--- src/rtl/segment_led_pkg.sv ---
// Shared constants and helpers for the multiplexed 7-segment scan driver.
// Sized for the widest supported display (8 digits).
package segment_led_pkg;

    localparam int MAX_DIGITS = 8;
    localparam logic [MAX_DIGITS-1:0] ANODE_OFF = '1;

    function automatic int cnt_w(input int n);
        return (n > 1) ? $clog2(n) : 1;
    endfunction

    function automatic logic [3:0] digit_of(
        input logic [4*MAX_DIGITS-1:0] v,
        input int                      i
    );
        return v[4*i +: 4];
    endfunction

endpackage

--- src/rtl/segment_led_tick_gen.sv ---
// Digit-slot prescaler: counts 0..TICKS-1 and flags the last count.
// The flag is combinational so the scan index advances on the wrap edge.
module segment_led_tick_gen
    import segment_led_pkg::*;
#(
    parameter int TICKS = 50000
) (
    input  logic clk,
    input  logic rst,
    output logic tick
);

    localparam int CW = cnt_w(TICKS);
    localparam logic [CW-1:0] LAST = CW'(TICKS - 1);

    logic [CW-1:0] cnt;

    assign tick = (cnt == LAST);

    always_ff @(posedge clk) begin
        if (rst) begin
            cnt <= '0;
        end else if (tick) begin
            cnt <= '0;
        end else begin
            cnt <= cnt + 1'b1;
        end
    end

endmodule

--- src/rtl/segment_led_scan_driver.sv ---
// Common-anode multi-digit scan controller with frame-synchronous commit
// of staged display data and leading-zero blanking.
module segment_led_scan_driver
    import segment_led_pkg::*;
#(
    parameter int DIGITS          = 4,
    parameter int TICKS_PER_DIGIT = 50000
) (
    input  logic                  Clk,
    input  logic                  Rst,
    input  logic [4*DIGITS-1:0]   Value,
    input  logic [DIGITS-1:0]     ValidMask,
    input  logic                  Load,
    input  logic                  LeadingZeroBlank,
    input  logic                  Enable,
    output logic                  Pending,
    output logic                  FrameDone,
    output logic [3:0]            HexDigit,
    output logic                  Undefined,
    output logic [DIGITS-1:0]     Anodes
);

    localparam int IW = cnt_w(DIGITS);
    localparam logic [IW-1:0] LAST_IDX = IW'(DIGITS - 1);

    logic                    tick;
    logic                    wrap;
    logic [IW-1:0]           idx;
    logic [4*DIGITS-1:0]     staged_val;
    logic [DIGITS-1:0]       staged_mask;
    logic [4*DIGITS-1:0]     shadow_val;
    logic [DIGITS-1:0]       shadow_mask;
    logic [4*MAX_DIGITS-1:0] shadow_wide;
    logic [DIGITS-1:0]       blank;
    logic [DIGITS-1:0]       sel;
    logic                    run;
    logic [3:0]              cur_hex;
    logic                    cur_valid;
    logic                    lit;

    segment_led_tick_gen #(
        .TICKS (TICKS_PER_DIGIT)
    ) u_tick (
        .clk  (Clk),
        .rst  (Rst),
        .tick (tick)
    );

    assign wrap = tick && (idx == LAST_IDX);

    always_ff @(posedge Clk) begin
        if (Rst) begin
            idx <= '0;
        end else if (tick) begin
            idx <= wrap ? '0 : idx + 1'b1;
        end
    end

    // A load coinciding with commit lands in staging after the old data moves.
    always_ff @(posedge Clk) begin
        if (Rst) begin
            staged_val  <= '0;
            staged_mask <= '0;
            shadow_val  <= '0;
            shadow_mask <= '0;
            Pending     <= 1'b0;
            FrameDone   <= 1'b0;
        end else begin
            FrameDone <= wrap;
            if (wrap && Pending) begin
                shadow_val  <= staged_val;
                shadow_mask <= staged_mask;
                Pending     <= 1'b0;
            end
            if (Load) begin
                staged_val  <= Value;
                staged_mask <= ValidMask;
                Pending     <= 1'b1;
            end
        end
    end

    // Blank from the top down while digits are valid zeros; digit 0 never.
    always_comb begin
        shadow_wide = '0;
        shadow_wide[4*DIGITS-1:0] = shadow_val;
        blank = '0;
        run   = 1'b1;
        for (int i = DIGITS - 1; i >= 1; i--) begin
            run = run
                && (digit_of(shadow_wide, i) == 4'h0)
                && shadow_mask[i];
            blank[i] = run;
        end
    end

    always_comb begin
        cur_hex   = digit_of(shadow_wide, int'(idx));
        cur_valid = shadow_mask[idx];
        sel       = '0;
        sel[idx]  = 1'b1;
        lit       = Enable && !(LeadingZeroBlank && blank[idx]);
    end

    always_ff @(posedge Clk) begin
        if (Rst) begin
            HexDigit  <= 4'h0;
            Undefined <= 1'b1;
            Anodes    <= ANODE_OFF[DIGITS-1:0];
        end else begin
            HexDigit  <= cur_hex;
            Undefined <= ~cur_valid;
            Anodes    <= lit ? ~sel : ANODE_OFF[DIGITS-1:0];
        end
    end

endmodule

--- config.mk ---
export PLATFORM = sky130hd
export DESIGN_NAME = segment_led_scan_driver
export DESIGN_NICKNAME = d
export VERILOG_FILES = /design/src/rtl/segment_led_pkg.sv /design/src/rtl/segment_led_tick_gen.sv /design/src/rtl/segment_led_scan_driver.sv
export SDC_FILE = /design/constraint.sdc
export NUM_CORES = 1
export LEC_CHECK = 0
export CAP_MARGIN = 20
export CORE_ASPECT_RATIO = 1.1
export CORE_UTILIZATION = 55
export CTS_CLUSTER_SIZE = 12
export DETAILED_ROUTE_END_ITERATION = 8
export GPL_TIMING_DRIVEN = 0
export PLACE_DENSITY_LB_ADDON = 0.1
export SLEW_MARGIN = 20
export SYNTH_ARGS = -nofsm -noshare
export SYNTH_HDL_FRONTEND = slang
export SYNTH_SLANG_ARGS = --single-unit
--- constraint.sdc ---
create_clock -name Clk -period 2.2 [get_ports Clk]
set_input_delay 0.33 -clock Clk [delete_from_list [all_inputs] [get_ports Clk]]
set_output_delay 0.33 -clock Clk [all_outputs]
set_load 0.005 [all_outputs]
==> metrics, run 1 <==
port buffer count 33; clock root cell clkbuf_8; RSZ-0062 raised after global routing no; Yosys warning count 0; post-DR wirelength/cell 13.0 µm; final hold vios 0; first-pass GRT wire length 8960 µm; Worst Tran Pin Value 0.521 ns; Core Region 5100 µm²; die height 79.0 µm; CP endpoint shadow_val[8]; count of final max-slew check failures 0; WHS 0.306 ns; layout cell share with drive strength beyond 1 9.33%; Syn Inst Count 294; CTS Buf Count 9; post-synthesis register bit count 69; vias per std cell 4.93; slack of the critical path 0.394 ns; Leakage Power 1.29 nW; net count after synthesis 324; Critical Path RT 2.47 ns; Layout Utilization 70.4%; Synth area leader dfxtp_1; CTS tree done; initial core utilization 58.1%; period utilisation layout 82.1%; row cnt 27; hpwl dp 3830 µm; vias in the first global route 1953; status complete, no violations; CP Max Fanout 10; grt total ovfl 0; crit path launch u_tick.cnt[0]; R2R depth 7; Worst-Skew Late Latency 0.34 ns; total die area 5680 µm²; Routed WL 5390 µm; Antenna Nets Post-Route 0; initial antenna violation count 0; worst vdd ir 411 µV; Hold Startpoint Load; 1st-iter DRT viols 128; crit path capture type register; register area share after synthesis 46.6%; CTS Buffer Depth 2; kind of critical path reg2reg; setup bufs post-CTS 0; ranking of synthesized cells by area dfxtp_1, mux2i_1, nand2b_1; RR Startpoint u_tick.cnt[0]; Final GP Congestion 0.789; ant diodes 0; post-CTS sizing 0; pre-CTS setup slack 0.390 ns; crit-path max cell delay 0.40 ns; number of clock sinks 69; Hold Crit Class in2reg; Synth Cell Area 2960 µm²; Clock Skew 0.00826 ns; slowest stage cell, crit path dfxtp_1; crit path DAT 2.07 ns; crit path time final 1.81 ns; relative slew slack 65.3%; drc violations 0; syn avg cell area 10.1 µm²; Top Ports 36; nets 368; fmax 554 MHz; Max Cap Violations 0; first-pass detailed-route iteration total 4; GR Util All Layers 20.8%; startpoint types register; top cell type's share of synthesized area 46.6%; largest net degree at the start of global routing 12; Area growth, synth to finish 21.3%; clk slew on worst S/H paths 0.07 ns; Post-CTS Hold Buffers 0; PD cells 696 nW/µm²; htree depth 3; Die W 72.0 µm; Vias 2048; setup violators final 0; crit-path cells ha_1 > and3_2 > and4_1 > and3_1 > buf_6 > buf_12 > mux2i_1; TNS Setup 0 ns; fill count 420; worst reg2reg setup slack 0.39 ns; number of library cell types mapped by synthesis 32; RR Endpoint shadow_val[8]
-- cell usage in the layout (no fill, tap or decap), types with 2 or more instances in the layout --
master	n
clkbuf_1	9
ha_1	5
nand4_1	6
nor3_1	5
clkinv_2	3
nand3_1	11
mux4_2	5
inv_1	7
dfxtp_1	69
xnor2_1	12
nor2b_1	6
xor2_1	2
nor2_1	39
clkdlybuf4s50_1	33
buf_12	2
clkbuf_8	12
mux2i_1	40
a21oi_1	3
buf_2	5
nand2b_1	42
nand2_1	7
nor4_1	6
-- synth_stat cells --
cell type  number
dfxtp_1        69
nand2b_1       42
mux2i_1        40
nor2_1         39
xnor2_1        12
nand3_1        11
clkbuf_1        9
inv_1           7
nand2_1         7
nand4_1         6
nor2b_1         6
nor4_1          6
buf_2           5
ha_1            5
mux4_2          5
nor3_1          5
a21oi_1         3
buf_12          2
xor2_1          2
a21o_1          1
a32oi_1         1
and3_1          1
and3_2          1
and4_1          1
and4b_4         1
and4bb_1        1
buf_1           1
buf_6           1
nor3b_1         1
nor4_2          1
nor4b_1         1
o21ai_0         1
-- worst min path at each step --
stage	to	slack, ns	depth (start not counted)
final	staged_mask[3]	0.31	3
after detailed placement	shadow_val[5]	0.47	2
after global placement	u_tick.cnt[0]	0.46	1
after floorplan	u_tick.cnt[0]	0.44	1
after global routing	staged_mask[3]	0.38	3
after CTS	staged_mask[3]	0.31	3
-- worst max-delay path: cells and delay by family, from the launching register on --
kind	cells	cell delay, ns
muxes	1	0.19
buffers and inverters	2	0.26
and+or+nand+nor	3	0.67
DFF	1	0.40
adders and majority gates	1	0.23
-- final cells by class --
cell class	count	area, µm²	share of cell area [%]
Buffer	18	114	3.17
Clock buffer	12	165	4.60
Multi-Input combinational cell	200	1440	40.1
Sequential cell	69	1380	38.5
Inverter	7	26.3	0.731
Clock inverter	4	45.0	1.25
Timing Repair Buffer	33	330	9.20
Tap cell	72	90.1	2.51
-- state kept, by name (all words and copies together) (netlist names) --
name,flops
u_tick.cnt,16
shadow_mask,4
HexDigit,4
Anodes,4
staged_mask,4
FrameDone,1
Pending,1
Undefined,1
shadow_val,16
staged_val,16
idx,2
-- where the power goes --
part,internal (mW),switching (mW)
logic,0.0846,0.0610
clock network,0.610,0.450
registers,1.28,0.0174
-- per-stage QoR --
stage | cells | area, µm² | power [mW]
2_1_floorplan | 294 | 2960 | 1.40
3_3_place_gp | 399 | 3380 | 1.47
3_5_place_dp | 399 | 3380 | 1.47
4_1_cts | 415 | 3590 | 2.52
5_1_grt | 415 | 3590 | 2.59
6_report | 415 | 3590 | 2.50
-- kinds of logic after synthesis --
group | count (synthesis) | share of synthesized area, %
XOR/XNOR | 14 | 4.14
AND/OR/NAND/NOR | 130 | 23.8
multiplexers | 45 | 17.3
adder cells (fa/ha/maj) | 5 | 2.11
buffers and inverters | 25 | 4.73
flip-flops | 69 | 46.6
AO/OA/AOI/OAI | 6 | 1.23
-- layer usage --
metal / track usage (%) / routed length, µm / vias up / part of all wire, %
li1: - / - / 1078 / -
met1: 27.6 / 2630 / 928 / 49
met2: 32.9 / 2510 / 32 / 47
met3: 3.43 / 161 / 10 / 3.0
met4: 10.0 / 88 / 0 / 1.6
met5: 0 / 0 / - / 0
Note: power is estimated with default switching activity, not from simulation.
==> run 2, diff against run 1 <==
- clock period: 2.2 -> 1.69 ns (I/O delays scaled with it)
==> run 2 against run 1 <==
  * Flip-flop and latch count is the same
  * Hold slack lost 0.073 ns
  * Critical endpoint is now shadow_val[6]
  * Design area grew 3.1%
  * Critical path depth shrank 1
  * Worst setup slack lost 0.35 ns
  * Cell count grew 1.2%
  * Die area is the same
  * Non-clock buffer count grew 5
  * Sequential share of layout area shrank 0.89 points
==> metrics, run 2 (synthesis results as in run 1) <==
crit path time final 1.64 ns (-0.163 ns); worst vdd ir 540 µV (+31%); htree depth 3 (unchanged); CTS Buffer Depth 2 (unchanged); Die W 72.0 µm (unchanged); ant diodes 0 (unchanged); Post-CTS Hold Buffers 0 (unchanged); GR Util All Layers 21.0% (+0.19 points); TNS Setup 0 ns (unchanged); drc violations 0 (unchanged); DP Area 3380 µm² (unchanged); CTS tree done; startpoint types register; most common cell after layout, fill and taps aside dfxtp_1; Vias 2102 (+2.6%); Worst Tran Pin Value 0.519 ns (-0.00196 ns); Worst Hold End staged_mask[3]; Worst-Skew Late Latency 0.34 ns (about the same); status complete, no violations; hold depth 3 (unchanged); Area growth, synth to finish 25.1%; Max Cap Violations 0 (unchanged); Hold Crit Class in2reg; total die area 5680 µm² (unchanged); nets 373 (+1.4%); Antenna Nets Post-Route 0 (unchanged); Core Region 5100 µm² (unchanged); Clock Skew 0.00537 ns (-0.00290 ns); period utilisation layout 97.2% (+15 points); die height 79.0 µm (unchanged); port buffer count 33 (unchanged); final non-filler cell total 420 (+1.2%); relative slew slack 65.4% (+0.13 points); Hold Startpoint Load; crit path DAT 1.91 ns (-0.16 ns); post-DR wirelength/cell 13.5 µm (+3.6%); worst reg2reg setup slack 0.05 ns (-0.35 ns); first-pass detailed-route iteration total 4 (unchanged); Final GP Congestion 0.789 (unchanged); initial core utilization 58.1% (unchanged); first-pass GRT wire length 9010 µm (+0.61%); Layout Utilization 72.6% (+2.2 points); CTS Buf Count 9 (unchanged); layout cell share with drive strength beyond 1 12.6% (+3.3 points); RR Endpoint shadow_val[6]; PD cells 883 nW/µm² (+27%); setup violators final 0 (unchanged); WHS 0.233 ns (-0.0729 ns); 1st-iter DRT viols 107 (-16%); vias per std cell 5.00 (+1.4%); Routed WL 5660 µm (+4.9%); largest net degree at the start of global routing 12 (unchanged); Critical Path RT 1.96 ns (-0.51 ns); fmax 609 MHz (+9.9%); biggest registers after layout shadow_val: 16 flops, staged_val: 16 flops, u_tick.cnt: 16 flops; row cnt 27 (unchanged); kind of critical path reg2reg; pre-CTS setup slack -0.120 ns (-0.510 ns); crit path capture type register; Tot Pwr 3.27 mW (+31%); number of clock sinks 69 (unchanged); vias in the first global route 1968 (+0.77%); RR Startpoint u_tick.cnt[1]; design area 3700 µm² (+3.1%); grt total ovfl 0 (unchanged); hpwl dp 3830 µm (unchanged); most frequent cells in the layout dfxtp_1, nand2b_1, mux2i_1; RSZ-0062 raised after global routing yes; Top Ports 36 (unchanged); clock root cell clkbuf_8; dpl cells 399 (unchanged); count of final max-slew check failures 0 (unchanged); initial antenna violation count 0 (unchanged); final hold vios 0 (unchanged); clk slew on worst S/H paths 0.07 ns (about the same); CP Max Fanout 5 (-5); Leakage Power 1.33 nW (+3.0%); R2R depth 6 (-1); slack of the critical path 0.0468 ns (-0.347 ns)
## run 2: how the worst max path moves through the flow
stage / from / endpoint / slack, ns / cells after the start
4_1_cts: u_tick.cnt[0] / shadow_val[8] / 0.02 / 7
2_1_floorplan: u_tick.cnt[0] / shadow_mask[0] / 0.08 / 7
5_1_grt: u_tick.cnt[1] / shadow_val[7] / -0.007 / 6
3_5_place_dp: u_tick.cnt[0] / shadow_val[8] / -0.12 / 7
3_3_place_gp: u_tick.cnt[0] / shadow_val[0] / -0.1 / 7
6_report: u_tick.cnt[1] / shadow_val[6] / 0.05 / 6
## run 2: worst max-delay path, stage by stage, from the launching register on
cell       delay, ns
dfxtp_4         0.37
ha_4            0.15
and3_4          0.20
and4_4          0.22
and3_4          0.28
clkbuf_16       0.17
mux2i_1         0.17
## run 2: final cells by class
type                    instances  area (µm²)
plain buffers                  17         103
clock buffers                  12         165
clock inverters                 4        45.0
fillers                       404        1400
inverters                       7        26.3
multi-input cells             200        1470
flip-flops and latches         69        1390
well taps                      72        90.1
repair buffers                 39         410
## run 2: routing by layer
layer	GRT usage [%]	vias to the layer above	wire, µm
met1	27.4	972	2710
met4	10.0	0	104
li1	-	1089	-
met2	33.8	32	2710
met3	3.43	9	135
met5	0	-	0
## run 2: report_power, final
part | internal [mW] | leakage, nW | switching, mW
Combinational | 0.115 | 0.658 | 0.0819
Sequential | 1.66 | 0.563 | 0.0239
Clock | 0.795 | 0.112 | 0.591
## run 2: what timing repair did
action                                  CTS  global route
endpoints found under the setup margin   30            25
gates resized for setup                   6             6
setup buffers                             1             3
gates cloned                              0             2
pin swaps                                 2             2
